<file path="config.mk">
export PLATFORM = sky130hd
export DESIGN_NAME = vita49_timed_gate
export DESIGN_NICKNAME = d
export VERILOG_FILES = /design/src/rtl/vita49_timed_gate.sv
export SDC_FILE = /design/constraint.sdc
export NUM_CORES = 1
export LEC_CHECK = 0
export CAP_MARGIN = 40
export CORE_MARGIN = 10
export CORE_UTILIZATION = 50
export CTS_CLUSTER_DIAMETER = 200
export DETAILED_ROUTE_END_ITERATION = 7
export GPL_TIMING_DRIVEN = 0
export PLACE_DENSITY = 0.9
export SYNTH_ARGS = -nofsm -noshare
export SYNTH_HDL_FRONTEND = slang
export SYNTH_SLANG_ARGS = --single-unit
</file>
<file path="constraint.sdc">
create_clock -name samp_clk -period 4.01 [get_ports samp_clk]
set_input_delay 0.401 -clock samp_clk [delete_from_list [all_inputs] [get_ports samp_clk]]
set_output_delay 0.401 -clock samp_clk [all_outputs]
set_load 0.05 [all_outputs]
</file>
<file path="src/rtl/vita49_timed_gate.sv">
// Timed burst gate: forwards burst_len AXI-stream beats starting at the sample whose
// VITA49 timestamp {tsi,tsf} equals the armed target; all other beats are discarded.
//
// state | meaning
// IDLE  | no burst pending, input discarded
// ARMED | target latched, waiting for now == target
// RUN   | forwarding beats into the output skid buffer
// DRAIN | final beat queued, waiting for it to leave m_axis
module vita49_timed_gate #(
    parameter int DATA_W = 32
) (
    input  logic              samp_clk,
    input  logic              ARESETN,
    input  logic              arm,
    input  logic              abort,
    input  logic [31:0]       trig_tsi,
    input  logic [63:0]       trig_tsf,
    input  logic [31:0]       burst_len,
    input  logic [31:0]       tsi,
    input  logic [63:0]       tsf,
    input  logic [DATA_W-1:0] s_axis_tdata,
    input  logic              s_axis_tvalid,
    output logic              s_axis_tready,
    output logic [DATA_W-1:0] m_axis_tdata,
    output logic              m_axis_tvalid,
    input  logic              m_axis_tready,
    output logic              m_axis_tlast,
    output logic [1:0]        state,
    output logic              late,
    output logic              underrun,
    output logic              bad_arm,
    output logic              done,
    output logic [31:0]       beat_cnt
);

    typedef enum logic [1:0] {
        IDLE  = 2'd0,
        ARMED = 2'd1,
        RUN   = 2'd2,
        DRAIN = 2'd3
    } state_t;

    state_t             st;
    logic [95:0]        tgt_q;
    logic [31:0]        len_q;
    logic               abort_pend;
    logic [DATA_W-1:0]  skid_data;
    logic               skid_valid;
    logic               skid_last;

    logic [95:0] now_ts;
    logic        arm_ok;
    logic        match;
    logic        past;
    logic        run_cycle;
    logic        take;
    logic        close;
    logic        last_out;
    logic        do_latch;

    assign now_ts   = {tsi, tsf};
    assign arm_ok   = arm && (burst_len != 32'd0);
    assign match    = (now_ts == tgt_q);
    assign past     = (now_ts > tgt_q);

    // The match cycle in ARMED already behaves as the first RUN cycle.
    assign run_cycle = (st == RUN) || ((st == ARMED) && !abort && !arm_ok && match);
    assign take      = run_cycle && s_axis_tvalid && !skid_valid;

    // A beat accepted in the abort cycle itself closes the burst.
    assign close     = take && (((beat_cnt + 32'd1) == len_q) || abort_pend ||
                                ((st == RUN) && abort));
    assign last_out  = m_axis_tvalid && m_axis_tready && m_axis_tlast;
    assign do_latch  = arm_ok && ((st == IDLE) || ((st == ARMED) && !abort) ||
                                  ((st == DRAIN) && last_out));

    assign s_axis_tready = run_cycle ? !skid_valid : 1'b1;
    assign state         = st;

    always_ff @(posedge samp_clk or negedge ARESETN) begin
        if (!ARESETN) begin
            st         <= IDLE;
            tgt_q      <= '0;
            len_q      <= '0;
            abort_pend <= 1'b0;
            late       <= 1'b0;
            underrun   <= 1'b0;
            bad_arm    <= 1'b0;
            done       <= 1'b0;
            beat_cnt   <= '0;
        end else begin
            done <= 1'b0;
            if (arm && (burst_len == 32'd0) && ((st == IDLE) || (st == ARMED)))
                bad_arm <= 1'b1;
            if (run_cycle && !s_axis_tvalid)
                underrun <= 1'b1;
            if (take)
                beat_cnt <= beat_cnt + 32'd1;

            case (st)
                IDLE: begin
                    if (arm_ok)
                        st <= ARMED;
                end
                ARMED: begin
                    if (abort) begin
                        st <= IDLE;
                    end else if (arm_ok) begin
                        st <= ARMED;
                    end else if (match) begin
                        st <= close ? DRAIN : RUN;
                    end else if (past) begin
                        late <= 1'b1;
                        st   <= IDLE;
                    end
                end
                RUN: begin
                    if (close) begin
                        st         <= DRAIN;
                        abort_pend <= 1'b0;
                    end else if (abort) begin
                        abort_pend <= 1'b1;
                    end
                end
                DRAIN: begin
                    if (last_out) begin
                        done <= 1'b1;
                        st   <= arm_ok ? ARMED : IDLE;
                    end
                end
                default: st <= IDLE;
            endcase

            if (do_latch) begin
                tgt_q      <= {trig_tsi, trig_tsf};
                len_q      <= burst_len;
                beat_cnt   <= '0;
                late       <= 1'b0;
                underrun   <= 1'b0;
                abort_pend <= 1'b0;
            end
        end
    end

    // Two-entry buffer: the m_axis register is the head, skid holds a second beat.
    always_ff @(posedge samp_clk or negedge ARESETN) begin
        if (!ARESETN) begin
            m_axis_tdata  <= '0;
            m_axis_tvalid <= 1'b0;
            m_axis_tlast  <= 1'b0;
            skid_data     <= '0;
            skid_valid    <= 1'b0;
            skid_last     <= 1'b0;
        end else if (!m_axis_tvalid || m_axis_tready) begin
            if (skid_valid) begin
                m_axis_tdata  <= skid_data;
                m_axis_tlast  <= skid_last;
                m_axis_tvalid <= 1'b1;
                skid_valid    <= 1'b0;
            end else if (take) begin
                m_axis_tdata  <= s_axis_tdata;
                m_axis_tlast  <= close;
                m_axis_tvalid <= 1'b1;
            end else begin
                m_axis_tvalid <= 1'b0;
                m_axis_tlast  <= 1'b0;
            end
        end else if (take) begin
            skid_data  <= s_axis_tdata;
            skid_last  <= close;
            skid_valid <= 1'b1;
        end
    end

endmodule

</file>
Word-level counts from Yosys, hierarchy flattened
Cells that the tools add are included.
{"block": "classes", "n_addsub": 1, "eq_ne": 12, "order_cmp": 1, "reduce_logical": 43, "muxes": 35, "n_bitwise": 1}
{"op": "32-bit 2-to-1 mux", "count": 4}
{"op": "96-bit equality test", "count": 1}
{"op": "96-bit greater-than comparator", "count": 1}
{"op": "32-bit by 1-bit adder with 32-bit output, second input constant", "count": 1}
{"op": "32-bit equality test", "count": 1}
{"op": "32-bit zero test", "count": 1}
{"op": "32-bit nonzero test", "count": 1}
{"op": "1-bit 2-to-1 mux", "count": 23}
{"op": "1-bit logical AND", "count": 15}
{"op": "2-bit 2-to-1 mux", "count": 7}
{"op": "2-bit nonzero test", "count": 7}
{"op": "2-bit one-hot mux with 4 select lines", "count": 1}
{"op": "1-bit logical OR", "count": 7}
{"op": "2-bit by 1-bit inequality test with 1-bit output, second input constant", "count": 3}
{"op": "2-bit inequality test, second input constant", "count": 3}
{"op": "2-bit AND reduction", "count": 3}
{"op": "1-bit zero test", "count": 5}
{"op": "5-bit inequality test, second input constant", "count": 1}
{"op": "5-bit AND reduction", "count": 1}
{"op": "2-bit equality test, second input constant", "count": 2}
{"op": "4-bit AND reduction", "count": 1}
{"op": "3-bit nonzero test", "count": 1}
{"op": "2-bit by 1-bit equality test with 1-bit output, second input constant", "count": 1}
{"op": "2-bit zero test", "count": 1}
{"op": "1-bit inverter", "count": 1}
{"block": "word_totals", "reg_bits": 235, "out_inout_bits": 73}

Depth between registers and ports, before layout
{"block": "logic_depth", "depth_word": 14, "depth_mapped": 12}

Worst setup path before layout
No wires, ideal clock.
{"block": "synth_timing", "kind": "register to register", "from": "reg beat_cnt[0]", "to": "reg skid_last", "arrival_ns": 3.278, "setup_ns": 0.082, "path_stages_with_launch": 11, "path_slack_ns": 0.650, "required_ns": 3.928, "cell_sequence": "dfrtp_1 > ha_1 > nand3_1 > or4_1 > buf_2 > or3_1 > xnor2_1 > nor4_1 > nand4_1 > or4_1 > a31oi_1"}
{"block": "synth_between", "elab_chain_len": 5}
{"element": "start, declared", "line_no": "33", "rtl": "output logic [31:0] beat_cnt"}
{"element": "start signal, assigned", "line_no": "98", "rtl": "beat_cnt <= beat_cnt + 32'd1;"}
{"element": "32-bit by 1-bit adder with 32-bit output", "line_no": "71", "rtl": "assign close = take && (((beat_cnt + 32'd1) == len_q) || abort_pend ||"}
{"element": "32-bit equality test", "line_no": "71"}
{"element": "1-bit logical OR (2 in series)", "line_no": "71"}
{"element": "1-bit logical AND", "line_no": "71"}
{"element": "end signal, assigned", "line_no": "170", "rtl": "skid_last <= close;"}
{"element": "end, declared", "line_no": "49", "rtl": "logic skid_last;"}
No other way between the ends.
A chain may end at the register's enable or synchronous reset.

Worst setup path in the final report
{"block": "layout_timing", "from": "reg tgt_q[15]", "to": "out s_axis_tready"}
{"block": "layout_between", "elab_chain_len": 4}
{"element": "start, declared", "line_no": "44", "rtl": "logic [95:0] tgt_q;"}
{"element": "start signal, assigned", "line_no": "135", "rtl": "tgt_q <= {trig_tsi, trig_tsf};"}
{"element": "96-bit equality test", "line_no": "63", "rtl": "assign match = (now_ts == tgt_q);"}
{"element": "1-bit logical AND", "line_no": "67", "rtl": "assign run_cycle = (st == RUN) || ((st == ARMED) && !abort && !arm_ok && match);"}
{"element": "1-bit logical OR", "line_no": "67"}
{"element": "1-bit 2-to-1 mux", "line_no": "77", "rtl": "assign s_axis_tready = run_cycle ? !skid_valid : 1'b1;"}
{"element": "end, declared", "line_no": "23", "rtl": "output logic s_axis_tready,"}
No other way between the ends.

==> metrics.cfg <==
[power_and_ir_drop]
total_leakage_power_uw=0.00803
worst_ir_drop_vdd_mv=0.298
power.total_uw=7310
power-per-cell-area_nw_per_um2=416

[yosys]
seq_area_frac_synth=0.462
synth_enable_flop_cells=0
primary_flip_flop_cell_chosen_by_synthesis_mapping=dfrtp_1
synthesis.instances=1450
netlist-cell-type-count=51
syn_area_per_cell_um2=8.77
yosysWarnings=0
synthesis_stage_register_bit_count=235
synth-async-reset-ratio=1.00
netlist_area_um2=12700
synth.net_count=1809

[routing]
drt_pre_antenna_iters=7
drt-wirelength-per-cell_um=20.2
antenna_left=0
finalWirelength_um=43900
drc_errors=0
vias_per_cell=5.65
via_count=12300
drt_iter0_markers=1152

[grt]
first_global_vias=12800
grt.total_usage=0.261
grt-ovfl-total=0
grt_first_pass_wirelength_um=68800
grt_start_max_net_pins=90
grt_antenna_before_repair=6

[setup_path]
critPathMaxStageDelay_ns=0.77
ff_to_ff_path_depth=12
worst-path-buf-inv=2
critPathLaunchType=flop
path_max_fanout=4
critPathRequiredTime_ns=3.61
crit_path_top_delay_cell=clkdlybuf4s50_1
timing.critical_path.cells=inv_1, ha_1, and4_1, nor4bb_2, and4_1, nand4_1, nand2_1, nand2_1, clkdlybuf4s50_1
setup.worst_path.class=reg2out
timing.critical_path.arrival_ns=3.51
timing.critical_path.depth=9
worst_setup_path_end_kind=output port
cp_top_family=simple AND/OR/NAND/NOR gates

[sta]
fin_worst_skew_ns=0.0145
finalHoldViolations=0
setup_repair_after_global_routing_missed_its_margin=false
holdWs_ns=0.407
totalNegativeSetupSlack_ns=0
worst-slew-pin-transition_ns=0.935
max_clock_freq_mhz=256
maxSlewHeadroom=0.372
min_period_ns=3.91
fin_crit_sh=0.974
slew_violations=0
setup_violations=0

[clock_network]
cts_setup_buffers=0
clkSlewWorstSetupHoldPaths_ns=0.06
clock_path_buffers=3
clkLatencyLatePin_ns=0.53
cts.sink_count=235
htree_levels=1
tritoncts=done
cts_root_buffer=clkbuf_16
cts-buffers-inserted=27

[job]
timing.max_cap.violations=0

[floorplan]
die-height_um=179
core_area_um2=25100
fp.dieArea_um2=32200
placement_rows=58
start_util=0.506
die_w_um=179
ioPinCount=335

[placed_design]
hpwl_um=33700
gp_congestion=0.993
place.port_buffers=334
placedCellCount=2117

[finish]
mostFrequentLayoutCell=nand2_1
final_util=0.699
layout.cells.most_common_list=nand2_1 (369), clkdlybuf4s50_1 (333), dfrtp_1 (235)
drive_above_1_share=0.0365
area.growth.synth_to_final_pct=38.1
nFillCells=1856
finalNetCount=2177
finish.cell_count_without_fillers=2171

[status]
run_status=finished, final reports clean

[hold_path]
min_path_type=in2async

-- registers in the layout (all words and copies together) (netlist names), named ones only --
register       count
tgt_q             96
m_axis_tlast       1
underrun           1
skid_valid         1
beat_cnt          32
skid_data         32
done               1
abort_pend         1
skid_last          1
bad_arm            1
m_axis_tdata      32
m_axis_tvalid      1
late               1
len_q             32
state              1
-- worst register-to-register path, delay by kind of cell (launching register included) --
kind	cells	cell delay [ns]
buf+inv	3	0.66
fa+ha+maj	1	0.32
flops	1	0.34
simple gates	5	1.43
compound gates	3	0.94
-- what timing repair did --
item / CTS / global route
endpoints found under the hold margin: 64 / 0
hold buffers: 1 / 0
resized for setup: 1 / 2
setup endpoints to repair: 1 / 49
-- through the flow --
stage	setup slack [ns]	cell area, um^2
floorplan	0.650	12700
global placement	-7.57	16500
detailed placement	-0.307	16500
CTS	0.0609	17500
global route	0.00427	17600
finish	0.103	17600
-- report_power, final --
group          internal (uW)  leakage [uW]  switching, uW  total (uW)
logic                    779       0.00454           1010        1790
registers               2680       0.00302            145        2830
clock network           1680      0.000471           1010        2690
total                   5140       0.00803           2170        7310
-- Yosys cell counts, drive strengths merged (6+ instances only) --
cell type    n  share of area
xor2        17          0.012
a21o        24          0.014
o41ai        6         0.0041
a21oi       42          0.017
and3         7         0.0034
nand2      369           0.11
nor2        48          0.014
clkbuf      57          0.017
nor2b        7         0.0034
o21ai      191          0.075
nor4        14         0.0069
ha          97          0.095
and2        13         0.0064
o31ai       13         0.0077
mux2i       34          0.027
buf          7         0.0037
xnor2       34          0.023
nand4       38          0.019
nor3        19         0.0083
nand3       15         0.0059
inv        107          0.032
dfrtp      235           0.46
and4         6         0.0041
-- kinds of logic (layout without fill, tap and decap cells) --
| group | Yosys count | in the layout | share of synthesized area |
|---|---|---|---|
| compound gates | 308 | 308 | 0.138 |
| xor+xnor | 51 | 51 | 0.0351 |
| fa+ha+maj | 97 | 97 | 0.0954 |
| buf+inv | 171 | 557 | 0.0522 |
| flops | 235 | 235 | 0.462 |
| mux | 34 | 34 | 0.0268 |
| other cells | 0 | 5 | 0 |
| simple gates | 554 | 554 | 0.190 |
-- area by class of cell --
class                           instances  area (um^2)  share of cell area
Timing Repair Buffer                  339         3430               0.195
Buffer                                 64          262              0.0149
Sequential cell                       235         5880               0.335
Clock inverter                         12          196              0.0112
Clock buffer                           35          776              0.0442
Antenna cell                            5         12.5            0.000713
Multi-Input combinational cell       1044         6190               0.352
Inverter                              107          402              0.0229
Tap cell                              330          413              0.0235
-- worst paths after layout --
check	slack (ns)	endpoint	startpoint
worst min register to register	0.48	skid_data[11]	skid_data[11]
max in group asynchronous	2.77	tgt_q[17]	ARESETN
worst max-delay path	0.10	s_axis_tready	tgt_q[15]
worst min-delay path	0.41	len_q[1]	ARESETN
worst max register to register	0.19	beat_cnt[26]	tgt_q[15]
min in group samp_clk	0.41	tgt_q[0]	trig_tsf[0]
-- per-layer routing --
metal  GRT usage  part of all wire  wire length (um)  vias to the layer above
li1            -                 -                 -                     5661
met1       0.288              0.36             16000                     5851
met2       0.444              0.48             21200                      611
met3      0.0805             0.098              4310                      139
met4       0.134             0.055              2390                        2
met5           0           0.00030                13                        -
(Power assumes the default switching activity.)
